<file path="config.mk">
export PLATFORM = sky130hd
export DESIGN_NAME = mem_port_arbiter
export DESIGN_NICKNAME = d
export VERILOG_FILES = /design/src/rtl/mem_port_arbiter.sv
export SDC_FILE = /design/constraint.sdc
export NUM_CORES = 1
export LEC_CHECK = 0
export ABC_AREA = 1
export CAP_MARGIN = 20
export CORE_AREA = 3 3 102 104
export CTS_BUF_LIST = sky130_fd_sc_hd__clkbuf_16
export CTS_CLUSTER_DIAMETER = 80
export DETAILED_ROUTE_END_ITERATION = 8
export DIE_AREA = 0 0 105 107
export PLACE_DENSITY = 0.75
export SLEW_MARGIN = 5
export SYNTH_ARGS = -nofsm -noshare
export SYNTH_HDL_FRONTEND = slang
export SYNTH_SLANG_ARGS = --single-unit
</file>
<file path="constraint.sdc">
create_clock -name clk -period 4.1 [get_ports clk]
set_input_delay 1.025 -clock clk [delete_from_list [all_inputs] [get_ports clk]]
set_output_delay 1.025 -clock clk [all_outputs]
set_load 0.02 [all_outputs]
</file>
<file path="src/rtl/mem_port_arbiter.sv">
// -----------------------------------------------------------------------------
// mem_port_arbiter
//
// Shares one single-port synchronous RAM (read latency 1) between the core's
// instruction-fetch port and its load/store port.
//
// Each requester has a combinational same-cycle grant and a tagged read
// response one cycle after the grant. The data port wins contention, but a
// saturating wait counter forces a pending fetch through after MAX_WAIT
// consecutive losses, so fetch cannot starve.
//
// Parameters:
//   MAX_WAIT    consecutive lost arbitrations before a fetch is forced (1..255)
//
// Ports:
//   clk, rst          clock, asynchronous active-high reset
//   i_ireq/i_iaddr    fetch request and word address (read-only port)
//   o_igrant          fetch accepted this cycle
//   o_irvalid/o_irdata  fetch response (cycle after grant)
//   i_dreq/i_dwe      data request, 1 = store / 0 = load
//   i_daddr/i_dwdata/i_dmask  data word address, store data, byte enables
//   o_dgrant          data request accepted this cycle
//   o_drvalid/o_drdata  load response (cycle after grant)
//   o_mem_*           RAM command: enable, write enable, address, data, mask
//   i_mem_rdata       RAM read data, valid one cycle after a read access
// -----------------------------------------------------------------------------
module mem_port_arbiter #(
    parameter int unsigned MAX_WAIT = 4
) (
    input  logic        clk,
    input  logic        rst,

    // Instruction fetch port
    input  logic        i_ireq,
    input  logic [29:0] i_iaddr,
    output logic        o_igrant,
    output logic        o_irvalid,
    output logic [31:0] o_irdata,

    // Load/store port
    input  logic        i_dreq,
    input  logic        i_dwe,
    input  logic [29:0] i_daddr,
    input  logic [31:0] i_dwdata,
    input  logic [3:0]  i_dmask,
    output logic        o_dgrant,
    output logic        o_drvalid,
    output logic [31:0] o_drdata,

    // RAM macro side
    output logic        o_mem_en,
    output logic        o_mem_we,
    output logic [29:0] o_mem_addr,
    output logic [31:0] o_mem_wdata,
    output logic [3:0]  o_mem_mask,
    input  logic [31:0] i_mem_rdata
);

    localparam int unsigned   CW       = $clog2(MAX_WAIT + 1);
    localparam logic [CW-1:0] WAIT_SAT = CW'(MAX_WAIT);

    // Owner of the read response that the RAM returns this cycle
    typedef enum logic [1:0] {
        OwnNone,
        OwnInstr,
        OwnData
    } owner_e;

    logic [CW-1:0] r_wait_cnt;
    logic [CW-1:0] w_wait_cnt_d;
    owner_e        r_owner;
    owner_e        w_owner_d;

    logic          w_force;
    logic          w_igrant;
    logic          w_dgrant;

    // ------------------------------------------------------------------
    // Arbitration: data first, unless the fetch has waited MAX_WAIT cycles.
    // Grants are gated by rst so nothing reaches the RAM during reset.
    // ------------------------------------------------------------------
    always_comb begin
        w_force  = (r_wait_cnt == WAIT_SAT);
        w_igrant = 1'b0;
        w_dgrant = 1'b0;
        if (!rst) begin
            if (i_ireq && (!i_dreq || w_force)) begin
                w_igrant = 1'b1;
            end else if (i_dreq) begin
                w_dgrant = 1'b1;
            end
        end
    end

    // ------------------------------------------------------------------
    // Wait counter: counts consecutive losses of a pending fetch,
    // saturating at MAX_WAIT; any fetch grant or dropped request clears it.
    // ------------------------------------------------------------------
    always_comb begin
        w_wait_cnt_d = '0;
        if (i_ireq && !w_igrant) begin
            if (r_wait_cnt == WAIT_SAT) begin
                w_wait_cnt_d = r_wait_cnt;
            end else begin
                w_wait_cnt_d = r_wait_cnt + CW'(1);
            end
        end
    end

    // ------------------------------------------------------------------
    // Response tag: stores produce no response, so only reads set an owner.
    // ------------------------------------------------------------------
    always_comb begin
        w_owner_d = OwnNone;
        if (w_igrant) begin
            w_owner_d = OwnInstr;
        end else if (w_dgrant && !i_dwe) begin
            w_owner_d = OwnData;
        end
    end

    always_ff @(posedge clk or posedge rst) begin
        if (rst) begin
            r_wait_cnt <= '0;
            r_owner    <= OwnNone;
        end else begin
            r_wait_cnt <= w_wait_cnt_d;
            r_owner    <= w_owner_d;
        end
    end

    // ------------------------------------------------------------------
    // Outputs
    // ------------------------------------------------------------------
    assign o_igrant    = w_igrant;
    assign o_dgrant    = w_dgrant;

    assign o_mem_en    = w_igrant | w_dgrant;
    assign o_mem_we    = w_dgrant & i_dwe;
    assign o_mem_addr  = w_igrant ? i_iaddr : i_daddr;
    assign o_mem_wdata = i_dwdata;
    // Fetches never write, so their mask is forced to zero
    assign o_mem_mask  = w_dgrant ? i_dmask : 4'b0000;

    assign o_irvalid   = (r_owner == OwnInstr);
    assign o_drvalid   = (r_owner == OwnData);
    assign o_irdata    = i_mem_rdata;
    assign o_drdata    = i_mem_rdata;

endmodule

</file>
==> flow_summary.toml, run 1 <==
[routing]
drtIter0Drc = 42
wire_per_inst_um = 15.14
ant_nets = 0
num_vias = 1507
route.detailed.vias_per_inst = 3.894
drtPass1Iterations = 4
wl_um = 5860
drc = 0

[timing]
worst_pin_slew_ps = 411.2
setup_viol = 0
rsz0062_at_grt = "false"
finalHoldViolCount = 0
maxSlewViolCount = 0
fin_crit_sh = 0.9481
relSlewSlack = 0.7258
finClkSkew_ps = 0.3385
fmax_mhz = 257.2
timing.hold.ws_ps = 670.1
post-route-min-period_ps = 3887
timing.setup.tns_ps = 0

[pwr]
powerDensity_nw_per_um2 = 221.4
total_leakage_power_uw = 0.0009532
vdd_drop_max_mv = 0.09259

[worst_setup_path]
end_kind = "primary output"
crit_required_ps = 3070
crit_path_start_kind = "input pin"
crit_arrival_ps = 2860
crit_family = "buffers and inverters"
worstSetupPathType = "input pin to primary output"
crit_slowest_cell = "clkdlybuf4s50_1"
crit_buf_inv = 2
path_cells = "clkdlybuf4s50_1 -> nand2_4 -> nand2_1 -> nand3_1 -> nor2_1 -> clkdlybuf4s50_1"
critPathMaxStageDelay_ps = 630
crit_fanout = 11
crit_top_cell = "clkdlybuf4s50_1"

[synthesis]
avgSynthCellArea_um2 = 6.302
post-synth-top-area-cell = "buf_4"
post_synth_instance_area_um2 = 1544
netlist_top_cells_count = "buf_4 (97), nand2_1 (66), nand4_1 (30), inv_1 (14), nor2_1 (13)"
netlist.area_leader.share = 0.4716
synth_edf_count = 0
synth_fp_nets = 380
netlist_instances = 245
ys.flop_type = "dfrtp_1"
seq_area_frac_synth = 0.08104
async_reset_ff_frac = 1.000
yosys-top-cells-area = "buf_4 (47%), nand2_1 (16%), nand4_1 (12%)"
synth_cell_types = 16
yosys_warnings = 0
ys_ff_latch = 5
synth_most_common_cell = "buf_4"

[clock_tree]
cts-resized-gates = 0
clock_sinks = 5
post_cts_buffers = 0
worstSkewPairLatency_ps = 230
clk_pin_slew_ps = 30
cts_hold_buf = 0
cts_buffer_depth = 2
cts_buffers = 3
htree_num_levels = 1
cts_tree = "built"
root_buffer = "clkbuf_16"

[finish]
drive_above_1_share = 0.04724
syn_to_final_growth_pct = 36.79
finalNetCount = 390
fin_util = 0.2191
final.fill_count = 1113
n_antenna_cell = 0

[global_routing]
grt_busiest_layer = "met2"
grt_max_degree = 34
met3_usage = 0.03070
grt_util_met1 = 0.08552
grtUsageMet2 = 0.1797
grt_usage = 0.09977
grt_pass1_wl_um = 8597
grt_antenna_before_repair = 0
grt_overflow_total = 0
first_global_vias = 1584

[run]
cap_violations = 0

[die]
die-area_um2 = 11240
num_io_pins = 269
rows = 36
start_util = 0.1602
core_um2 = 9639
die_h_um = 107
die_x_um = 105

[hold_path]
hp-class = "flip-flop to flip-flop"

[outcome]
status = "finished clean"

[placement]
gp_congestion = 0.8112
port_buffers = 108
dp_hpwl_um = 4650
[sequential cells by signal, summed over array words and instances, names as in the netlist]
register	cells
r_owner	2
r_wait_cnt	3
[where the power goes]
part / internal, uW / switching [uW]
combinational: 130 / 119
clock: 126 / 33.8
sequential: 54.6 / 3.68
[metal layers]
layer	wire length [um]	share of wire
met3	607	0.10
met1	1794	0.31
met2	2927	0.50
met4	530	0.090
met5	0	0
[cells in the final DEF (no fill, tap or decap), drive strengths merged]
cell type,instances
o21ai,1
nor2,13
clkdlybuf4s50,108
nand3,2
nand4,30
inv,15
buf,6
xor2,1
ha,2
dfrtp,5
nand2,68
clkbuf,3
[cell type report]
type                       count  area (um2)  share of cell area
inverter                      14       52.55             0.02488
clock buffer                   3       75.07             0.03554
clock inverter                 1       3.754            0.001777
multi-input combinational    117       563.0              0.2666
tap                          133       166.4             0.07879
sequential                     5       125.1             0.05924
timing repair buffer         114        1126              0.5332
[worst register-to-register path, cell delays in order, from the launching register on]
cell	delay (ps)
dfrtp_1	380
inv_1	100
ha_1	170
nand2_2	100
nand2_4	150
nand3_4	340
nand2_1	250
nor2_1	60
[cells by family (layout without fill, tap and decap cells)]
logic type / Yosys count / in the layout / synth area share
buffers and inverters: 123 / 132 / 0.5543
xor gates and xnor gates: 1 / 1 / 0.005674
adders and majority gates: 2 / 2 / 0.01620
DFF: 5 / 5 / 0.08104
AOI/OAI and AO/OA: 1 / 1 / 0.003238
and+or+nand+nor: 113 / 113 / 0.3396
[per-stage QoR]
step	instances	cell area [um2]	worst slack [ps]	power [uW]
global route	387	2112	69.95	496.4
global placement	383	2033	193.7	304.5
CTS	387	2112	172.5	475.3
floorplan	245	1544	1348	302.5
finish	387	2112	212.7	467.5
detailed placement	383	2033	176.5	310.3
[path summary, 6_finish.rpt]
path                                           start                   endpoint  slack, ps  cells past startpoint
setup / recovery                              i_dreq              o_mem_mask[0]        210                      6
hold / removal             r_wait_cnt[0]$_DFFE_PP0P_  r_wait_cnt[0]$_DFFE_PP0P_        670                      3
setup reg to reg           r_wait_cnt[0]$_DFFE_PP0P_  r_wait_cnt[1]$_DFFE_PP0P_       2440                      7
hold reg to reg            r_wait_cnt[0]$_DFFE_PP0P_  r_wait_cnt[0]$_DFFE_PP0P_        670                      3
max in group asynchronous                        rst       r_owner[1]$_DFF_PP0_       2710                      3
min in group asynchronous                        rst  r_wait_cnt[1]$_DFFE_PP0P_       1250                      3
No activity file was read; power rests on OpenSTA's default activity.
==> run 2: changes to the inputs <==
--- a/config.mk
+++ b/config.mk
@@ -7,12 +7,13 @@
 export LEC_CHECK = 0
 export ABC_AREA = 1
 export CAP_MARGIN = 20
-export CORE_AREA = 3 3 102 104
+export CORE_AREA = 2 2 104 106
 export CTS_BUF_LIST = sky130_fd_sc_hd__clkbuf_16
 export CTS_CLUSTER_DIAMETER = 80
 export DETAILED_ROUTE_END_ITERATION = 8
-export DIE_AREA = 0 0 105 107
-export PLACE_DENSITY = 0.75
+export DIE_AREA = 0 0 106 108
+export PLACE_DENSITY = 0.72
+export RECOVER_POWER = 100
 export SLEW_MARGIN = 5
 export SYNTH_ARGS = -nofsm -noshare
 export SYNTH_HDL_FRONTEND = slang
==> run 2 against run 1 <==
Net effect:
- clock power about the same
- hold slack worse by 45 ps
- die area up 1.9%
- register-to-register slack better by 200 ps
- maximum frequency down 0.31%
- non-clock buffer count up 9
- flip-flop and latch count unchanged
- core utilization down 0.33 points
- clock skew up 2.2 ps
- largest cell class unchanged
==> flow_summary.toml, run 2 (synthesis gave the netlist of run 1 again) <==
[worst_setup_path]
worstSetupPathType = "input pin to primary output"
crit_arrival_ps = 2870
crit_fanout = 17
end_kind = "primary output"
crit_path_start = "rst"
path_cells = "dlygate4sd3_1 -> inv_1 -> buf_12 -> buf_4 -> nand4_1 -> nand2_1 -> clkdlybuf4s50_1"
crit_required_ps = 3070
crit_slowest_cell = "clkdlybuf4s50_1"
r2r_start = "r_wait_cnt[0]$_DFFE_PP0P_"
critPathMaxStageDelay_ps = 630
crit_path_start_kind = "input pin"
rrSetupSlack_ps = 2640

[timing]
setup_slack_ps = 200.6
rsz0062_at_grt = "false"
fmax_mhz = 256.4
worst_pin_slew_ps = 262.4
finalHoldViolCount = 0
fin_crit_sh = 0.9511
setup_viol = 0
maxSlewViolCount = 0
finClkSkew_ps = 2.565
post-route-min-period_ps = 3899
relSlewSlack = 0.8245
timing.setup.tns_ps = 0

[placement]
place_area_um2 = 2130
dp_hpwl_um = 4959
dpl_worst_slack_ps = 255.7
port_buffers = 108
gp_congestion = 0.6526

[finish]
largest_register_ffs = 3
final_cell_mix = "clkdlybuf4s50_1 (86), nand2_1 (66), nand4_1 (30), dlygate4sd3_1 (22), inv_1 (15)"
n_antenna_cell = 0
largest_register = "r_wait_cnt"
finalNetCount = 399
largest_registers = "r_wait_cnt: 3 flops, r_owner: 2 flops"
multi_input_area_um2 = 563.0
final.fill_count = 1131
ff_latch_area_um2 = 125.1
fin_util = 0.2158
design_area_um2 = 2208
layout_commonest_cell = "clkdlybuf4s50_1"
drive_above_1_share = 0.07985
syn_to_final_growth_pct = 43.03

[routing]
ant_nets = 0
top_layer_used = "met4"
drtPass1Iterations = 4
wl_met2_um = 2818
num_vias = 1536
wl_met3_um = 814
route.detailed.vias_per_inst = 3.850
wire_per_inst_um = 14.50
m1WireLength_um = 1713
wl_um = 5787
drc = 0
drtIter0Drc = 66

[clock_tree]
post_cts_buffers = 0
cts_buffer_depth = 2
worstSkewPairLatency_ps = 230
clk_pin_slew_ps = 30
root_buffer = "clkbuf_16"
cts-resized-gates = 0
cts_tree = "built"
clock_sinks = 5
cts_hold_buf = 0
cts_buffers = 3
htree_num_levels = 1

[global_routing]
grt_usage = 0.09618
grt_max_degree = 19
grt_antenna_before_repair = 0
grt_overflow_total = 0
first_global_vias = 1579
grt_pass1_wl_um = 8466

[die]
rows = 37
die_h_um = 108
num_io_pins = 269
die_x_um = 106
die-area_um2 = 11450
core_um2 = 10230
start_util = 0.1509

[pwr]
vdd_drop_max_mv = 0.09291
total_leakage_power_uw = 0.001037
power.total_uw = 466.1
powerDensity_nw_per_um2 = 211.1

[run]
cap_violations = 0

[outcome]
status = "finished clean"

[hold_path]
hp-class = "flip-flop to flip-flop"
holdCritStartpoint = "r_wait_cnt[2]$_DFFE_PP0P_"
run 2: changes by cell type in the layout (fill, tap and decap cells not counted):
cell / before / now
buf_12: 0 / 2
dlygate4sd3_1: 0 / 22
buf_4: 6 / 13
clkdlybuf4s50_1: 108 / 86
run 2: metrics by stage:
stage	instances	hold slack, ps
2_1_floorplan	245	573.7
3_3_place_gp	395	588.9
3_5_place_dp	395	623.2
4_1_cts	399	626.1
5_1_grt	399	668.0
6_report	399	624.9
run 2: routing by layer:
layer	GRT usage	up-vias
li1	-	717
met1	0.08430	659
met2	0.1664	104
met3	0.05244	56
met4	0.07237	0
met5	0	-
run 2: cell type report:
cell class,count,area share
multi-input combinational,117,0.2550
clock buffer,3,0.03399
timing repair buffer,123,0.5518
sequential,5,0.05666
inverter,14,0.02380
tap,136,0.07705
clock inverter,1,0.001700
run 2: worst paths after layout:
check | cells past startpoint | end
setup / recovery | 7 | o_mem_addr[11]
hold / removal | 3 | r_wait_cnt[2]$_DFFE_PP0P_
setup reg to reg | 8 | r_wait_cnt[1]$_DFFE_PP0P_
hold reg to reg | 3 | r_wait_cnt[2]$_DFFE_PP0P_
max in group asynchronous | 3 | r_owner[0]$_DFF_PP0_
min in group asynchronous | 3 | r_wait_cnt[2]$_DFFE_PP0P_
run 2: power breakdown:
group	internal [uW]	total [uW]	leakage [uW]	switching [uW]
Sequential	54.6	57.8	0.0000668	3.22
Combinational	134	251	0.000927	117
Clock	126	157	0.0000423	30.8
run 2: critical path, delay by kind of cell:
kind,cells,cell delay (ps)
buffers and inverters,5,1640
AND/OR/NAND/NOR,2,190
==> run 3: changes to the inputs <==
--- a/config.mk
+++ b/config.mk
@@ -14,6 +14,7 @@
 export DIE_AREA = 0 0 106 108
 export PLACE_DENSITY = 0.72
 export RECOVER_POWER = 100
+export SETUP_SLACK_MARGIN = 0.3
 export SLEW_MARGIN = 5
 export SYNTH_ARGS = -nofsm -noshare
 export SYNTH_HDL_FRONTEND = slang
==> run 3 against run 2 <==
Net effect:
- highest routed layer unchanged
- setup slack better by 130 ps
- critical endpoint is now o_igrant
- sequential power about the same
- register-to-register slack is essentially flat
- flip-flop and latch count stayed put
- via count down 1.4%
- largest power group unchanged
- maximum frequency is 3.3% higher
- count of clock-buffer cells in the layout stayed put
==> flow_summary.toml, run 3 (synthesis gave the netlist of run 1 again) <==
[global_routing]
grt_overflow_total = 0
grt_max_degree = 19
first_global_vias = 1580
grt_antenna_before_repair = 0
grt_usage = 0.09618
grt_pass1_wl_um = 8466

[clock_tree]
htree_num_levels = 1
root_buffer = "clkbuf_16"
post_cts_buffers = 0
clk_pin_slew_ps = 30
cts_tree = "built"
cts_buffers = 3
worstSkewPairLatency_ps = 230
cts_buffer_depth = 2
clock_sinks = 5
cts_hold_buf = 0

[placement]
dp_hpwl_um = 4959
gp_congestion = 0.6526
dpl_worst_slack_ps = 255.7
port_buffers = 108

[timing]
timing.setup.tns_ps = 0
finClkSkew_ps = 2.201
fmax_mhz = 265.0
rsz0062_at_grt = "false"
relSlewSlack = 0.6905
fin_crit_sh = 0.9203
worst_pin_slew_ps = 464.3
setup_slack_ps = 326.7
maxSlewViolCount = 0
post-route-min-period_ps = 3773
finalHoldViolCount = 0
setup_viol = 0

[die]
start_util = 0.1509
rows = 37
die-area_um2 = 11450
die_x_um = 106
num_io_pins = 269
die_h_um = 108
core_um2 = 10230

[routing]
drtIter0Drc = 49
wire_per_inst_um = 14.75
ant_nets = 0
num_vias = 1514
wl_um = 5885
route.detailed.vias_per_inst = 3.794
drtPass1Iterations = 5
drc = 0

[worst_setup_path]
crit_required_ps = 3070
crit_buf_inv = 6
critPathMaxStageDelay_ps = 600
crit_fanout = 18
path_cells = "dlygate4sd3_1 -> inv_1 -> buf_12 -> nand3_4 -> buf_6 -> inv_1 -> clkdlybuf4s50_1"
ff2ff_path_depth = 8
rrSetupSlack_ps = 2630
crit_slowest_cell = "clkdlybuf4s50_1"
crit_arrival_ps = 2750
crit_path_start_kind = "input pin"
cp.depth = 7
crit_top_cell = "inv_1"
end_kind = "primary output"
crit_family = "buffers and inverters"
worstSetupPathType = "input pin to primary output"

[finish]
syn_to_final_growth_pct = 28.69
n_antenna_cell = 0
layout_commonest_cell = "clkdlybuf4s50_1"
ff_latch_area_um2 = 125.1
final.fill_count = 1172
fin_util = 0.1942
largest_register = "r_wait_cnt"
largest_registers = "r_wait_cnt: 3 flops, r_owner: 2 flops"
finalNetCount = 399
largest_register_ffs = 3
final_cell_mix = "clkdlybuf4s50_1 (68), nand2_1 (66), clkbuf_1 (37), nand4_1 (30), inv_1 (15)"
drive_above_1_share = 0.07605
multi_input_area_um2 = 563.0

[pwr]
total_leakage_power_uw = 0.0009164
vdd_drop_max_mv = 0.09297
powerDensity_nw_per_um2 = 220.6
power.total_uw = 438.3

[outcome]
status = "finished clean"

[hold_path]
hp-class = "flip-flop to flip-flop"
hold_path_depth = 3

[run]
cap_violations = 0
## run 3: cell types whose count changed in the layout (fill, tap and decap cells not counted), sizes merged
| cell | before | now |
|---|---|---|
| dlygate4sd3 | 22 | 4 |
| buf | 15 | 14 |
| clkbuf | 3 | 40 |
| clkdlybuf4s50 | 86 | 68 |
## run 3: path summary, 6_finish.rpt
check | startpoint | end
setup / recovery | rst | o_igrant
hold / removal | r_wait_cnt[2]$_DFFE_PP0P_ | r_wait_cnt[2]$_DFFE_PP0P_
setup reg to reg | r_wait_cnt[0]$_DFFE_PP0P_ | r_wait_cnt[1]$_DFFE_PP0P_
hold reg to reg | r_wait_cnt[2]$_DFFE_PP0P_ | r_wait_cnt[2]$_DFFE_PP0P_
max in group asynchronous | rst | r_owner[0]$_DFF_PP0_
min in group asynchronous | rst | r_wait_cnt[2]$_DFFE_PP0P_
## run 3: repair_timing
| action | CTS | global route |
|---|---|---|
| endpoints found under the hold margin | 0 | 0 |
| resized for setup | 1 | 37 |
| setup endpoints to repair | 14 | 36 |
| pin swaps | 0 | 0 |
## run 3: layout make-up
class / count / share of cell area
clock inverters: 1 / 0.001889
well taps: 136 / 0.08564
inverters: 14 / 0.02645
multi-input cells: 117 / 0.2834
clock buffers: 3 / 0.03778
repair buffers: 123 / 0.5019
flip-flops and latches: 5 / 0.06297
## run 3: worst register-to-register path: stages, from the launching register on
cell,delay [ps]
dfrtp_1,340
inv_1,80
ha_1,210
nand2_2,130
nand2_4,130
nand3_4,90
buf_4,210
nand2_1,110
nor2_1,110
## run 3: power breakdown
group	internal (uW)	total [uW]	switching, uW	leakage, uW
logic	105	223	119	0.000807
clock network	126	157	30.9	0.0000423
registers	54.6	57.9	3.27	0.0000668
total	286	438	153	0.000916
## run 3: per-stage QoR
stage | hold slack, ps | instance area, um2 | std cells
6_report | 625.1 | 1987 | 399
2_1_floorplan | 573.7 | 1544 | 245
4_1_cts | 626.1 | 2212 | 399
3_3_place_gp | 588.9 | 2130 | 395
3_5_place_dp | 623.2 | 2130 | 395
5_1_grt | 668.0 | 1987 | 399
## run 3: metal layers
metal	GRT usage	wire, um	vias to the layer above
met3	0.05244	804	56
met4	0.07237	440	0
met1	0.08249	1709	634
met2	0.1687	2930	108
li1	-	-	716
met5	0	0	-
